--- config.mk ---
export PLATFORM = sky130hd
export DESIGN_NAME = fp_special_enc
export DESIGN_NICKNAME = d
export VERILOG_FILES = /design/src/rtl/fp_special_enc.sv
export SDC_FILE = /design/constraint.sdc
export NUM_CORES = 1
export LEC_CHECK = 0
export BUFFER_PORTS_ARGS = -buffer_cell sky130_fd_sc_hd__buf_2
export CORE_MARGIN = 3
export CORE_UTILIZATION = 45
export CTS_CLUSTER_DIAMETER = 60
export DETAILED_ROUTE_END_ITERATION = 10
export PLACE_DENSITY = 0.69
export SYNTH_ARGS = -nofsm -noshare
export SYNTH_HDL_FRONTEND = slang
export SYNTH_SLANG_ARGS = --single-unit
--- constraint.sdc ---
create_clock -name clk -period 2.41 [get_ports clk]
set_input_delay 0.3615 -clock clk [delete_from_list [all_inputs] [get_ports clk]]
set_output_delay 0.3615 -clock clk [all_outputs]
set_load 0.005 [all_outputs]
--- src/rtl/fp_special_enc.sv ---
// IEEE-754 special/boundary value encoder behind a 2-entry valid/ready skid stage.
// Optional event counters are enabled with FP_SPECIAL_ENC_STATS_EN.
//
// state    | meaning
// ---------+-----------------------------------------------
// ST_EMPTY | main empty, skid empty, out_vld low
// ST_ONE   | main holds the head beat, skid empty
// ST_TWO   | main and skid both full, in_rdy low
module fp_special_enc #(
    parameter int SIGN_W = 1,
    parameter int EXPO_W = 8,
    parameter int MANT_W = 23
) (
`ifdef FP_SPECIAL_ENC_STATS_EN
    input  logic              stat_clr,
    output logic [15:0]       stat_inf_cnt,
    output logic [15:0]       stat_nan_cnt,
`endif
    input  logic              clk,
    input  logic              rst_n,
    input  logic              in_vld,
    output logic              in_rdy,
    input  logic [2:0]        in_cls,
    input  logic [SIGN_W-1:0] in_sign,
    input  logic [EXPO_W-1:0] in_expo,
    input  logic [MANT_W-1:0] in_mant,
    output logic              out_vld,
    input  logic              out_rdy,
    output logic [SIGN_W-1:0] out_sign,
    output logic [EXPO_W-1:0] out_expo,
    output logic [MANT_W-1:0] out_mant,
    output logic              out_inf,
    output logic              out_inf_pos,
    output logic              out_inf_neg,
    output logic              out_bad_cls
);

    localparam logic [1:0] ST_EMPTY = 2'd0;
    localparam logic [1:0] ST_ONE   = 2'd1;
    localparam logic [1:0] ST_TWO   = 2'd2;

    localparam logic [2:0] CLS_ZERO    = 3'd0;
    localparam logic [2:0] CLS_INF     = 3'd1;
    localparam logic [2:0] CLS_QNAN    = 3'd2;
    localparam logic [2:0] CLS_SNAN    = 3'd3;
    localparam logic [2:0] CLS_MAXNORM = 3'd4;
    localparam logic [2:0] CLS_MINSUB  = 3'd5;
    localparam logic [2:0] CLS_PASS    = 3'd6;

    localparam logic [EXPO_W-1:0] EXPO_MAX = '1;

    logic [1:0]        state;
    logic [EXPO_W-1:0] enc_expo;
    logic [MANT_W-1:0] enc_mant;
    logic              enc_bad;

    logic [SIGN_W-1:0] skid_sign;
    logic [EXPO_W-1:0] skid_expo;
    logic [MANT_W-1:0] skid_mant;
    logic              skid_bad;

    logic accept;
    logic drain;

    always_comb begin
        enc_expo = '0;
        enc_mant = '0;
        enc_bad  = 1'b0;
        case (in_cls)
            CLS_ZERO: begin
                enc_expo = '0;
            end
            CLS_INF: begin
                enc_expo = EXPO_MAX;
            end
            CLS_QNAN: begin
                enc_expo = EXPO_MAX;
                enc_mant[MANT_W-1] = 1'b1;
            end
            CLS_SNAN: begin
                enc_expo = EXPO_MAX;
                enc_mant[0] = 1'b1;
            end
            CLS_MAXNORM: begin
                enc_expo = EXPO_MAX - EXPO_W'(1);
                enc_mant = '1;
            end
            CLS_MINSUB: begin
                enc_mant = MANT_W'(1);
            end
            CLS_PASS: begin
                enc_expo = in_expo;
                enc_mant = in_mant;
            end
            default: begin
                // Reserved class is emitted as a quiet NaN and tagged.
                enc_expo = EXPO_MAX;
                enc_mant[MANT_W-1] = 1'b1;
                enc_bad  = 1'b1;
            end
        endcase
    end

    assign in_rdy  = (state != ST_TWO);
    assign out_vld = (state != ST_EMPTY);
    assign accept  = in_vld && in_rdy;
    assign drain   = out_vld && out_rdy;

    always_ff @(posedge clk or negedge rst_n) begin
        if (!rst_n) begin
            state       <= ST_EMPTY;
            out_sign    <= '0;
            out_expo    <= '0;
            out_mant    <= '0;
            out_bad_cls <= 1'b0;
            skid_sign   <= '0;
            skid_expo   <= '0;
            skid_mant   <= '0;
            skid_bad    <= 1'b0;
        end else begin
            case (state)
                ST_EMPTY: begin
                    if (accept) begin
                        state       <= ST_ONE;
                        out_sign    <= in_sign;
                        out_expo    <= enc_expo;
                        out_mant    <= enc_mant;
                        out_bad_cls <= enc_bad;
                    end
                end
                ST_ONE: begin
                    if (accept && drain) begin
                        out_sign    <= in_sign;
                        out_expo    <= enc_expo;
                        out_mant    <= enc_mant;
                        out_bad_cls <= enc_bad;
                    end else if (accept) begin
                        state     <= ST_TWO;
                        skid_sign <= in_sign;
                        skid_expo <= enc_expo;
                        skid_mant <= enc_mant;
                        skid_bad  <= enc_bad;
                    end else if (drain) begin
                        state <= ST_EMPTY;
                    end
                end
                ST_TWO: begin
                    if (drain) begin
                        state       <= ST_ONE;
                        out_sign    <= skid_sign;
                        out_expo    <= skid_expo;
                        out_mant    <= skid_mant;
                        out_bad_cls <= skid_bad;
                    end
                end
                default: begin
                    state <= ST_EMPTY;
                end
            endcase
        end
    end

    // Inf flags come from the packed fields so PASS inputs are classified too.
    assign out_inf     = (out_expo == EXPO_MAX) && (out_mant == '0);
    assign out_inf_pos = out_inf && (out_sign == '0);
    assign out_inf_neg = out_inf && (out_sign != '0);

`ifdef FP_SPECIAL_ENC_STATS_EN
    logic out_nan;
    assign out_nan = (out_expo == EXPO_MAX) && (out_mant != '0);

    always_ff @(posedge clk or negedge rst_n) begin
        if (!rst_n) begin
            stat_inf_cnt <= '0;
            stat_nan_cnt <= '0;
        end else if (stat_clr) begin
            stat_inf_cnt <= '0;
            stat_nan_cnt <= '0;
        end else if (drain) begin
            if (out_inf && (stat_inf_cnt != 16'hFFFF)) stat_inf_cnt <= stat_inf_cnt + 16'd1;
            if (out_nan && (stat_nan_cnt != 16'hFFFF)) stat_nan_cnt <= stat_nan_cnt + 16'd1;
        end
    end
`endif

endmodule

-- Word-level counts from Yosys, hierarchy flattened
Cells that the tools add are included.
- bits in registers: 68
- logic and storage cells: 71
- input port bits: 39
- output and inout bits: 38
- bitwise logic cells: 2
- reductions and logical operators: 18
- mux-type cells: 27
- equality and inequality tests: 15
- operators by type and width (kind ; number):
    $mux 23 ; 3
    $pmux 23 s3 ; 1
    $pmux 8 s3 ; 2
    $pmux 21 s2 ; 1
    $mux 8 ; 3
    $logic_not 23->1 ; 1
    $mux 2 ; 5
    $ne 2x2->1 const B ; 5
    $eq 3x3->1 const B ; 3
    $eq 8x8->1 const B ; 1
    $reduce_and 4->1 ; 2
    $mux 1 ; 7
    $reduce_or 7->1 ; 1
    $eq 3x2->1 const B ; 2
    $logic_and 1x1->1 ; 6
    $pmux 1 s3 ; 2
    $pmux 2 s3 ; 1
    $pmux 1 s2 ; 2
    $reduce_or 4->1 ; 1
    $eq 3x1->1 const B ; 1
    $logic_not 3->1 ; 1
    $ne 3x3->1 const B ; 1
    $reduce_and 3->1 ; 1
    $reduce_bool 3->1 ; 1
    other kinds (7) ; 8

-- Logic depth before layout (Yosys ltp)
- depth in word-level cells: 6
- mapped depth: 7
- mapped depth without buffers: 4

-- Worst setup path before layout
No wires, ideal clock.
- kind: reg-to-output
- start: reg out_mant[2]
- end: out out_inf_pos
- required time: 2.049 ns
- setup slack: 0.720 ns
- path buffers: 0
- stages on the path, launching flop included: 5
- data arrival time: 1.328 ns
- cell sequence: dfrtp_1 nor4_1 nand2_1 nor4_1 nor2b_1
- longest elaborated chain between the ends: 3
- ends and longest elaborated chain (what ; RTL line ; text):
    start: declaration ; 31 ; output logic [MANT_W-1:0] out_mant,
    start signal: assignment ; 127 ; out_mant <= enc_mant;
    start signal: assignment ; 135 ; out_mant <= enc_mant;
    start signal: assignment ; 152 ; out_mant <= skid_mant;
    $logic_not 23->1 ; 164 ; assign out_inf = (out_expo == EXPO_MAX) && (out_mant == '0);
    $logic_and 1x1->1 ; 164 ;
    net out_inf ; 32 ; output logic out_inf,
    $logic_and 1x1->1 ; 165 ; assign out_inf_pos = out_inf && (out_sign == '0);
    end: declaration ; 33 ; output logic out_inf_pos,
The timed path passes the listed nets, and every way through them passes these cells.

-- Final worst setup path
- start: reg out_mant[2]
- end: out out_inf_pos
- longest elaborated chain between the ends: 3
- ends and longest elaborated chain (what ; RTL line):
    $logic_not 23->1 ; 164
    $logic_and 1x1->1 ; 164
    $logic_and 1x1->1 ; 165
No other way between the ends.

==> key figures <==
Clocking
  • Skew-Pair Late Insertion Delay: 330 ps
  • CTS Hold Buffers Added: 0
  • Clock-pin slew on the worst setup and hold paths: 70 ps
  • TritonCTS buffer count: 9
  • CTS root buf: clkbuf_8
  • Clock sink count: 68
  • CTS tree: yes
  • H-tree lvl count: 3
  • CTS Buffer Depth: 2

GRT
  • Grt ovf: 0
  • Tot GR Track Use: 20.0%
  • Initial antenna violation count: 0
  • Global-route wire length before repair: 13.5 mm
  • Vias in the first global route: 2717
  • Largest net degree at the start of global routing: 69

Logic synthesis
  • Post-synthesis sequential area ratio: 51.8%
  • Synth cell types: 37
  • Top-count cell post-synth: dfrtp_1
  • Synth area leaders: dfrtp_1 52%, o21ai_0 7.5%, nand2_1 6.7%
  • Cell area after synthesis: 3290 sq um
  • FF+latch count, synth: 68
  • Synth area leader: dfrtp_1
  • Synth cell count leaders: 68 x dfrtp_1, 59 x nand2_1, 49 x o21ai_0, 36 x nor2_1, 22 x a21oi_1
  • Post-Synthesis Net Count: 398
  • Mapped Avg Cell Area: 9.16 sq um
  • Most used flip-flop cell after synthesis: dfrtp_1
  • Fraction of registers with async set/reset: 100%
  • Syn. warnings: 0
  • Post-synth EDFFs: 0
  • Post-synthesis cell count: 359
  • Top-area cell type share of the netlist area: 51.8%

Die
  • Die area: 8370 sq um
  • Starting density of the core: 47.4%
  • # rows: 30
  • DIE HEIGHT: 91.5 microns
  • IO Pins: 77
  • Die W: 91.5 microns
  • Core Box Area: 6940 sq um

Drt
  • DRC Markers: 0
  • WL per Instance: 15.1 microns
  • Final ANT Viol Nets: 0
  • Vias post-DR: 2794
  • Iter 0 DRT Violations: 145
  • Routed wire length: 8.05 mm
  • Via density: 5.25
  • First-pass DRT Iterations: 4

Place
  • I/O Buffers: 76
  • Placed insts: 516
  • HPWL after DPL: 5.67 mm
  • Final GP Congestion: 0.790
  • Pre-CTS setup slack: 433 ps

Timing
  • Final setup TNS: 0 ps
  • Final hold slack: 48.2 ps
  • Slew headroom: 58.9%
  • Fin Clk Skew: 10.5 ps
  • Worst Slack Setup Final: 214 ps
  • Setup violations, final: 0
  • Max Fclk: 455 MHz
  • Tmin final: 2200 ps
  • Final Max Slew Viols: 0
  • Slew at the pin with the worst max-slew slack: 615 ps
  • RSZ-0062 raised after global routing: no
  • Final Hold Viols: 0
  • Period utilisation layout: 91.1%

Power
  • Peak supply drop: 0.335 mV
  • Static Leakage: 0.00181 uW
  • PwrDens: 863 nW/um^2

Worst setup path
  • Setup crit end kind: output port
  • Kind of critical path: register to output port
  • Critical Path Source Type: register
  • Critical Path AT: 1830 ps
  • Worst Path Required: 2050 ps
  • Reg2reg setup slack: 510 ps
  • Worst Path Max Fanout: 3

Hold path
  • Hold Path Class: input pin to asynchronous set/reset pin

Final layout
  • Antenna Cells: 0
  • Final Util: 57.4%
  • Final Net Count: 470
  • Area Growth Syn to Fin: 21.3%
  • Final cell count without fillers: 532
  • Share of cells above drive strength 1: 28.7%

Run status
  • Status: completed

Run
  • Number of max-cap violations: 0
final cells by class:
cell class,count,area [sq um]
Inverter,3,11.3
Multi-Input combinational cell,263,1470
Timing Repair Buffer,86,468
Fill cell,627,2960
Clock inverter,3,42.5
Clock buffer,13,179
Tap cell,96,120
Sequential cell,68,1700
through the flow:
step | cell area (sq um) | power, uW
final | 3990 | 3440
after detailed placement | 3760 | 2470
after global routing | 3990 | 3670
after global placement | 3760 | 2430
after CTS | 3980 | 3480
after floorplan | 3290 | 2100
cells by family after synthesis:
group	after synthesis	synth area share, %
compound gates	105	19.3
buf+inv	28	4.15
flops	68	51.8
mux	15	5.10
simple gates	143	19.7
sequential cells by signal, indices dropped and copies added (netlist names):
name / flops
out_mant: 23
skid_mant: 23
out_expo: 8
skid_expo: 8
state: 2
out_bad_cls: 1
out_sign: 1
skid_bad: 1
skid_sign: 1
cells in the final DEF (no fill, tap or decap), types with 2 or more instances in the layout:
| master | n |
|---|---|
| inv_1 | 2 |
| nand2b_1 | 5 |
| o21ai_0 | 49 |
| nor4_1 | 5 |
| clkbuf_8 | 13 |
| o31ai_1 | 9 |
| a31oi_1 | 4 |
| nor2b_1 | 12 |
| a21oi_1 | 22 |
| nand3_1 | 4 |
| nand4_1 | 3 |
| nand2_1 | 58 |
| mux2_2 | 13 |
| nand2_2 | 2 |
| buf_4 | 9 |
| a221oi_1 | 7 |
| dfrtp_1 | 68 |
| nor2_1 | 36 |
| o21a_1 | 8 |
| buf_2 | 76 |
| nor3_1 | 10 |
timing repair:
| item | in CTS | in global routing |
|---|---|---|
| gates resized for setup | 0 | 1 |
| endpoints found under the setup margin | 0 | 2 |
| buffers inserted | 0 | 0 |
power by group:
| part | internal, uW | switching [uW] |
|---|---|---|
| logic | 367 | 426 |
| clock network | 590 | 412 |
| registers | 1440 | 205 |
| total | 2400 | 1040 |
worst paths after layout:
check | startpoint | end | cells past startpoint
max reg2reg | state[0] | out_expo[2] | 5
max in group asynchronous | rst_n | out_sign | 2
min reg2reg | skid_expo[0] | skid_expo[0] | 2
min | rst_n | skid_mant[8] | 2
max | out_mant[2] | out_inf_pos | 5
min in group clk | out_rdy | state[1] | 2
layer usage:
metal / vias up / track usage, % / share of wire (%)
li1: 1391 / - / -
met1: 1322 / 27.5 / 45
met2: 76 / 31.9 / 50
met3: 5 / 3.23 / 4.7
met4: 0 / 7.29 / 0.92
met5: - / 0 / 0
worst max-delay path, cell delays in order, from the launching register on:
cell     delay [ps]
dfrtp_1         400
nor4_1          330
nand2_1         130
nor4_2          360
nor2b_1         170
buf_2           110
No activity file was read; power rests on OpenSTA's default activity.
